==> src/rtl/rah_decoder_pkg.sv <==
// Shared definitions for the RAH receive-side line decoder.
// Header field layout, state encoding and error bit positions.
package rah_decoder_pkg;

  localparam int TOTAL_APPS_DEF = 4;

  localparam int APP_ID_LSB = 0;
  localparam int APP_ID_W   = 8;
  localparam int LEN_LSB    = 8;
  localparam int LEN_W      = 16;

  localparam int ERR_APP   = 0;
  localparam int ERR_TRUNC = 1;
  localparam int ERR_CSUM  = 2;

  typedef enum logic [2:0] {
    ST_IDLE    = 3'd0,
    ST_HEADER  = 3'd1,
    ST_PAYLOAD = 3'd2,
    ST_DROP    = 3'd3,
    ST_CHECK   = 3'd4
  } dec_state_t;

endpackage

==> src/rtl/rah_line_csum.sv <==
// XOR accumulator over the payload words of one line.
// Only built when RAH_DEC_CHECKSUM_EN is defined.
`ifdef RAH_DEC_CHECKSUM_EN
module rah_line_csum #(
  parameter int DATA_WIDTH = 48
) (
  input  logic                  clk,
  input  logic                  rst,
  input  logic                  clr,
  input  logic                  en,
  input  logic [DATA_WIDTH-1:0] data,
  output logic [DATA_WIDTH-1:0] csum
);

  // Running XOR, restarted at each accepted header.
  always_ff @(posedge clk or posedge rst) begin
    if (rst) begin
      csum <= '0;
    end else if (clr) begin
      csum <= '0;
    end else if (en) begin
      csum <= csum ^ data;
    end
  end

endmodule
`endif

==> src/rtl/rah_decoder.sv <==
// RAH MIPI line decoder: demuxes line payloads to per-app strobes.
// Optional trailing checksum word is enabled by RAH_DEC_CHECKSUM_EN.
module rah_decoder
  import rah_decoder_pkg::*;
#(
  parameter int DATA_WIDTH = 48,
  parameter int TOTAL_APPS = TOTAL_APPS_DEF
) (
  input  logic                  clk,
  input  logic                  rst,
  input  logic                  mipi_valid,
  input  logic [DATA_WIDTH-1:0] mipi_data,
  input  logic                  hsync,
  input  logic                  vsync,
  input  logic                  err_clr,
  output logic [TOTAL_APPS-1:0] rd_valid,
  output logic [DATA_WIDTH-1:0] rd_data,
  output logic                  rd_last,
  output logic [15:0]           frame_cnt,
  output logic [2:0]            err_flags
);

  localparam logic [APP_ID_W:0] APP_LIM =
    (APP_ID_W+1)'(TOTAL_APPS);

  dec_state_t state;
  dec_state_t nxt;
  dec_state_t cur;

  logic [APP_ID_W-1:0] hdr_app;
  logic [LEN_W-1:0]    hdr_len;
  logic [APP_ID_W-1:0] app_q;
  logic [LEN_W-1:0]    len_q;
  logic [LEN_W-1:0]    cnt_q;
  logic [TOTAL_APPS-1:0] sel;

  logic       take;
  logic       strobe;
  logic       last;
  logic       in_line;
  logic [2:0] err_set;
  logic [2:0] err_q;

  assign hdr_app = mipi_data[APP_ID_LSB +: APP_ID_W];
  assign hdr_len = mipi_data[LEN_LSB +: LEN_W];

`ifdef RAH_DEC_CHECKSUM_EN
  logic                  csum_clr;
  logic [DATA_WIDTH-1:0] csum;

  rah_line_csum #(
    .DATA_WIDTH(DATA_WIDTH)
  ) u_csum (
    .clk (clk),
    .rst (rst),
    .clr (csum_clr),
    .en  (strobe),
    .data(mipi_data),
    .csum(csum)
  );
`endif

  // Next state, payload strobe and error events for this cycle.
  always_comb begin
    nxt     = state;
    cur     = state;
    take    = 1'b0;
    strobe  = 1'b0;
    last    = 1'b0;
    err_set = '0;
`ifdef RAH_DEC_CHECKSUM_EN
    csum_clr = 1'b0;
    in_line  = (state == ST_PAYLOAD) ||
               (state == ST_CHECK);
`else
    in_line  = (state == ST_PAYLOAD);
`endif
    if ((hsync || vsync) && in_line) begin
      err_set[ERR_TRUNC] = 1'b1;
    end
    if (vsync && !hsync) begin
      nxt = ST_IDLE;
    end else begin
      // A word arriving with hsync is the header.
      cur = hsync ? ST_HEADER : state;
      nxt = cur;
      case (cur)
        ST_HEADER: begin
          if (mipi_valid) begin
            if ({1'b0, hdr_app} >= APP_LIM) begin
              err_set[ERR_APP] = 1'b1;
              nxt = ST_DROP;
            end else if (hdr_len == '0) begin
`ifdef RAH_DEC_CHECKSUM_EN
              csum_clr = 1'b1;
              nxt = ST_CHECK;
`else
              nxt = ST_IDLE;
`endif
            end else begin
`ifdef RAH_DEC_CHECKSUM_EN
              csum_clr = 1'b1;
`endif
              take = 1'b1;
              nxt  = ST_PAYLOAD;
            end
          end
        end
        ST_PAYLOAD: begin
          if (mipi_valid) begin
            strobe = 1'b1;
            if (cnt_q == len_q - 1'b1) begin
              last = 1'b1;
`ifdef RAH_DEC_CHECKSUM_EN
              nxt = ST_CHECK;
`else
              nxt = ST_IDLE;
`endif
            end
          end
        end
`ifdef RAH_DEC_CHECKSUM_EN
        ST_CHECK: begin
          if (mipi_valid) begin
            if (mipi_data != csum) begin
              err_set[ERR_CSUM] = 1'b1;
            end
            nxt = ST_IDLE;
          end
        end
`endif
        ST_IDLE: nxt = ST_IDLE;
        ST_DROP: nxt = ST_DROP;
        default: nxt = ST_IDLE;
      endcase
    end
  end

  // One-hot decode of the latched app id.
  always_comb begin
    sel = '0;
    for (int i = 0; i < TOTAL_APPS; i++) begin
      sel[i] = (app_q == APP_ID_W'(i));
    end
  end

  // State register.
  always_ff @(posedge clk or posedge rst) begin
    if (rst) begin
      state <= ST_IDLE;
    end else begin
      state <= nxt;
    end
  end

  // Line context, word counter and registered read port.
  always_ff @(posedge clk or posedge rst) begin
    if (rst) begin
      app_q    <= '0;
      len_q    <= '0;
      cnt_q    <= '0;
      rd_valid <= '0;
      rd_data  <= '0;
      rd_last  <= 1'b0;
    end else begin
      if (take) begin
        app_q <= hdr_app;
        len_q <= hdr_len;
        cnt_q <= '0;
      end else if (strobe) begin
        cnt_q <= cnt_q + 1'b1;
      end
      rd_valid <= strobe ? sel : '0;
      rd_last  <= last;
      if (strobe) begin
        rd_data <= mipi_data;
      end
    end
  end

  // Sticky errors (set beats clear) and frame counter.
  always_ff @(posedge clk or posedge rst) begin
    if (rst) begin
      err_q     <= '0;
      frame_cnt <= '0;
    end else begin
      err_q <= (err_clr ? 3'b000 : err_q) | err_set;
      if (vsync) begin
        frame_cnt <= frame_cnt + 16'd1;
      end
    end
  end

  assign err_flags = err_q;

endmodule

==> config.mk <==
export PLATFORM = sky130hd
export DESIGN_NAME = rah_decoder
export DESIGN_NICKNAME = d
export VERILOG_FILES = /design/src/rtl/rah_decoder_pkg.sv /design/src/rtl/rah_line_csum.sv /design/src/rtl/rah_decoder.sv
export SDC_FILE = /design/constraint.sdc
export NUM_CORES = 1
export LEC_CHECK = 0
export CAP_MARGIN = 20
export CORE_MARGIN = 8
export CORE_UTILIZATION = 50
export DETAILED_ROUTE_END_ITERATION = 16
export PLACE_DENSITY = 0.79
export SLEW_MARGIN = 20
export SYNTH_ARGS = -nofsm -noshare
export SYNTH_HDL_FRONTEND = slang
export SYNTH_HIERARCHICAL = 1
export SYNTH_SLANG_ARGS = --single-unit
==> constraint.sdc <==
create_clock -name clk -period 3.78 [get_ports clk]
set_clock_uncertainty 0.1 [all_clocks]
set_input_delay 0.378 -clock clk [delete_from_list [all_inputs] [get_ports clk]]
set_output_delay 0.378 -clock clk [all_outputs]
set_load 0.005 [all_outputs]
==> impl_metrics.py <==
metrics = {
    "status": {
        "status": "complete, no violations",
    },
    "cts": {
        "htreeDepth": 4,
        "insertion_delay_ns": 0.51,
        "cts_hold_buf": 0,
        "path_clk_slew_ns": 0.06,
        "cts_buffer_depth": 2,
        "numCtsBuffers": 17,
        "cts_tree": "built",
        "cts_root_buf": "clkbuf_8",
        "cts_resized": 0,
        "cts_setup_buffers": 0,
        "clock-sinks": 114,
    },
    "synthesis": {
        "synth_top_area_share_pct": 54.4,
        "synth_seq_area_share_pct": 54.4,
        "synth-seq-cells": 114,
        "synth-warning-count": 6,
        "synthArstFlopShare_pct": 100,
        "synth_cells": 522,
        "synth_top_cell_by_area": "dfrtp_1",
        "ys_top_cells_by_count": "167 x nand2_1, 114 x dfrtp_1, 26 x xnor2_1, 22 x xor2_1, 21 x nor2_1",
        "avgSynthCellArea_sq_um": 10.1,
        "synth_top_flop_cell": "dfrtp_1",
        "synth_edf_count": 0,
        "synth_area_leaders": "dfrtp_1 54%, nand2_1 12%, xnor2_1 4.3%",
        "yosys.cell_types.count": 61,
        "syn_area_sq_um": 5250,
        "synth.most_common_cell": "nand2_1",
    },
    "critical_path": {
        "slowest_stage": "a2111oi_1",
        "r2r_start": "len_q[0]$_DFFE_PP0P_",
        "crit_required_ns": 4.03,
        "cp-startpoint": "len_q[0]$_DFFE_PP0P_",
        "crit_path_max_incr_delay_ns": 0.68,
        "path_class": "reg2reg",
        "startpoint_type": "flop",
        "path_cells": "inv_1 -> ha_1 -> nor4b_4 -> nand4_1 -> nor2_4 -> o21ai_0 -> a2111oi_1 -> a31oi_1",
        "rr_worst_depth": 8,
        "critPathArrivalTime_ns": 2.98,
        "crit_fanout": 7,
        "crit_path_end": "state[1]$_DFF_PP0_",
        "end_kind": "flop",
        "r2r_setup_slack_ns": 1.05,
        "regToRegEndpoint": "state[1]$_DFF_PP0_",
    },
    "timing": {
        "setup_tns_ns": 0,
        "rsz0062_at_grt": "false",
        "finalWorstSetupSlack_ns": 1.05,
        "max_freq_ghz": 0.366,
        "min_period_over_period_pct": 72.2,
        "layout_min_cycle_time_ns": 2.73,
        "hold_viol_final": 0,
        "tightest_slew_ns": 0.820,
        "finalSetupViolCount": 0,
        "slew_violations": 0,
        "maxSlewHeadroom_pct": 45.3,
    },
    "grt": {
        "grt_first_pass_wirelength_microns": 22700,
        "grt_max_degree": 67,
        "track_usage_pct": 19.9,
        "overflow": 0,
        "antenna_found_initial": 0,
        "grt_pass1_vias": 4581,
    },
    "hold_path": {
        "min_path_type": "in2async",
    },
    "route": {
        "vias_per_cell": 5.21,
        "drt_pre_antenna_iters": 4,
        "vias": 4155,
        "wl_per_cell_microns": 16.8,
        "drt_iter0_markers": 190,
        "drcViolationCount": 0,
        "routed_wl_microns": 13400,
        "antenna_left": 0,
    },
    "place": {
        "placed_area_sq_um": 6580,
        "place_ws_ns": 0.863,
        "dp_hpwl_microns": 9380,
        "portBuffers": 124,
        "place_inst": 765,
        "globalplace.congestion": 0.778,
    },
    "pwr": {
        "total_power_mw": 3.69,
        "power_density_nw_per_um2": 514,
        "cellLeakagePower_nw": 3.39,
        "vdd_drop_max_mv": 0.332,
    },
    "floorplanning": {
        "die_y_microns": 118,
        "ios": 126,
        "dieArea_sq_um": 14000,
        "die_x_microns": 118,
        "core_area_sq_um": 10300,
        "initial_core_util_pct": 51.1,
        "rows": 37,
    },
    "layout": {
        "drive_gt1_share_pct": 8.47,
        "area_growth_pct": 37.1,
        "fin_nets": 705,
        "antennaDiodeCount": 0,
        "stdcell_area_sq_um": 7190,
        "stdcell_count": 797,
    },
    "run": {
        "max-cap-violations": 0,
    },
}
==> layout by cell type, fill, tap and decap left out, types with 3 or more instances in the layout <==
master           netlist  routed
or3_1                  3       3
nor2b_1               10      10
a21oi_1                7       7
nor3_1                 6       6
o21ai_0                8       8
inv_1                 12      11
or4_1                  3       3
bufinv_16              0       3
clkbuf_16              0      16
clkdlybuf4s50_1        0     124
inv_6                  0       5
nor4_1                 7       7
nand4_1               11      11
inv_8                  0       3
buf_4                  4       3
a31oi_1                3       3
xor2_1                22      22
o21ai_1                5       5
nor2_1                21      21
nand2_1              167     166
and3_1                 8       8
mux2_1                13      13
dfrtp_1              114     114
nand3_1                8       8
a21o_1                 3       3
xnor2_1               26      26
ha_1                   3       3
==> critical path: cells and delay by family (launching register included) <==
family / cells / cell delay, ns
AND/OR/NAND/NOR: 3 / 0.73
adder cells (fa/ha/maj): 1 / 0.26
AO/OA/AOI/OAI: 3 / 0.96
flip-flops: 1 / 0.42
buffers and inverters: 1 / 0.10
==> state kept, by name, indices dropped and copies added, names as in the netlist <==
| register | flops |
|---|---|
| rd_data | 48 |
| cnt_q | 16 |
| frame_cnt | 16 |
| len_q | 16 |
| app_q | 8 |
| rd_valid | 4 |
| state | 3 |
| err_flags | 2 |
| rd_last | 1 |
==> cell families (layout without fill, tap and decap cells) <==
kind of cell | count (synthesis) | after routing | share of synthesized area [%]
AOI/OAI and AO/OA | 41 | 41 | 5.44
xor gates and xnor gates | 48 | 48 | 8.01
adders and majority gates | 3 | 3 | 0.715
buffers and inverters | 34 | 172 | 3.31
DFF | 114 | 114 | 54.4
muxes | 15 | 15 | 3.29
other | 1 | 2 | 0.0715
and+or+nand+nor | 266 | 266 | 24.8
==> routing by layer <==
metal	wire, microns	track usage, %
met2	6330	32.0
met3	1250	9.28
met4	174	6.88
met5	0	0
met1	5660	23.0
==> power by group <==
group / leakage, nW / internal [mW] / switching [mW]
sequential: 1.52 / 1.35 / 0.131
clock: 0.296 / 1.03 / 0.626
combinational: 1.57 / 0.335 / 0.226
total: 3.39 / 2.71 / 0.983
==> worst min-delay path by stage <==
stage	start	endpoint	slack, ns	depth (start not counted)
5_1_grt	mipi_data[45]	rd_data[45]$_DFFE_PP0P_	0.28	3
4_1_cts	mipi_data[24]	rd_data[24]$_DFFE_PP0P_	0.27	3
3_5_place_dp	rd_data[21]$_DFFE_PP0P_	rd_data[21]$_DFFE_PP0P_	0.36	2
3_3_place_gp	rd_data[39]$_DFFE_PP0P_	rd_data[39]$_DFFE_PP0P_	0.36	2
2_1_floorplan	app_q[1]$_DFFE_PP0P_	rd_valid[1]$_DFF_PP0_	0.34	1
6_report	rst	rd_data[7]$_DFFE_PP0P_	0.28	2
==> cell type report <==
| type | instances | area, sq um |
|---|---|---|
| Clock buffer | 17 | 414 |
| Clock inverter | 15 | 196 |
| Fill cell | 769 | 3090 |
| Inverter | 12 | 47.5 |
| Multi-Input combinational cell | 375 | 2230 |
| Sequential cell | 114 | 2850 |
| Tap cell | 136 | 170 |
| Timing Repair Buffer | 128 | 1280 |
==> per-stage QoR <==
stage                     utilization (%)  hold slack [ns]
after floorplan                         -            0.342
after global placement               64.0            0.356
after detailed placement             64.0            0.362
after CTS                            70.0            0.269
after global routing                 70.0            0.285
final                                70.0            0.282
No activity file was read; power rests on OpenSTA's default activity.
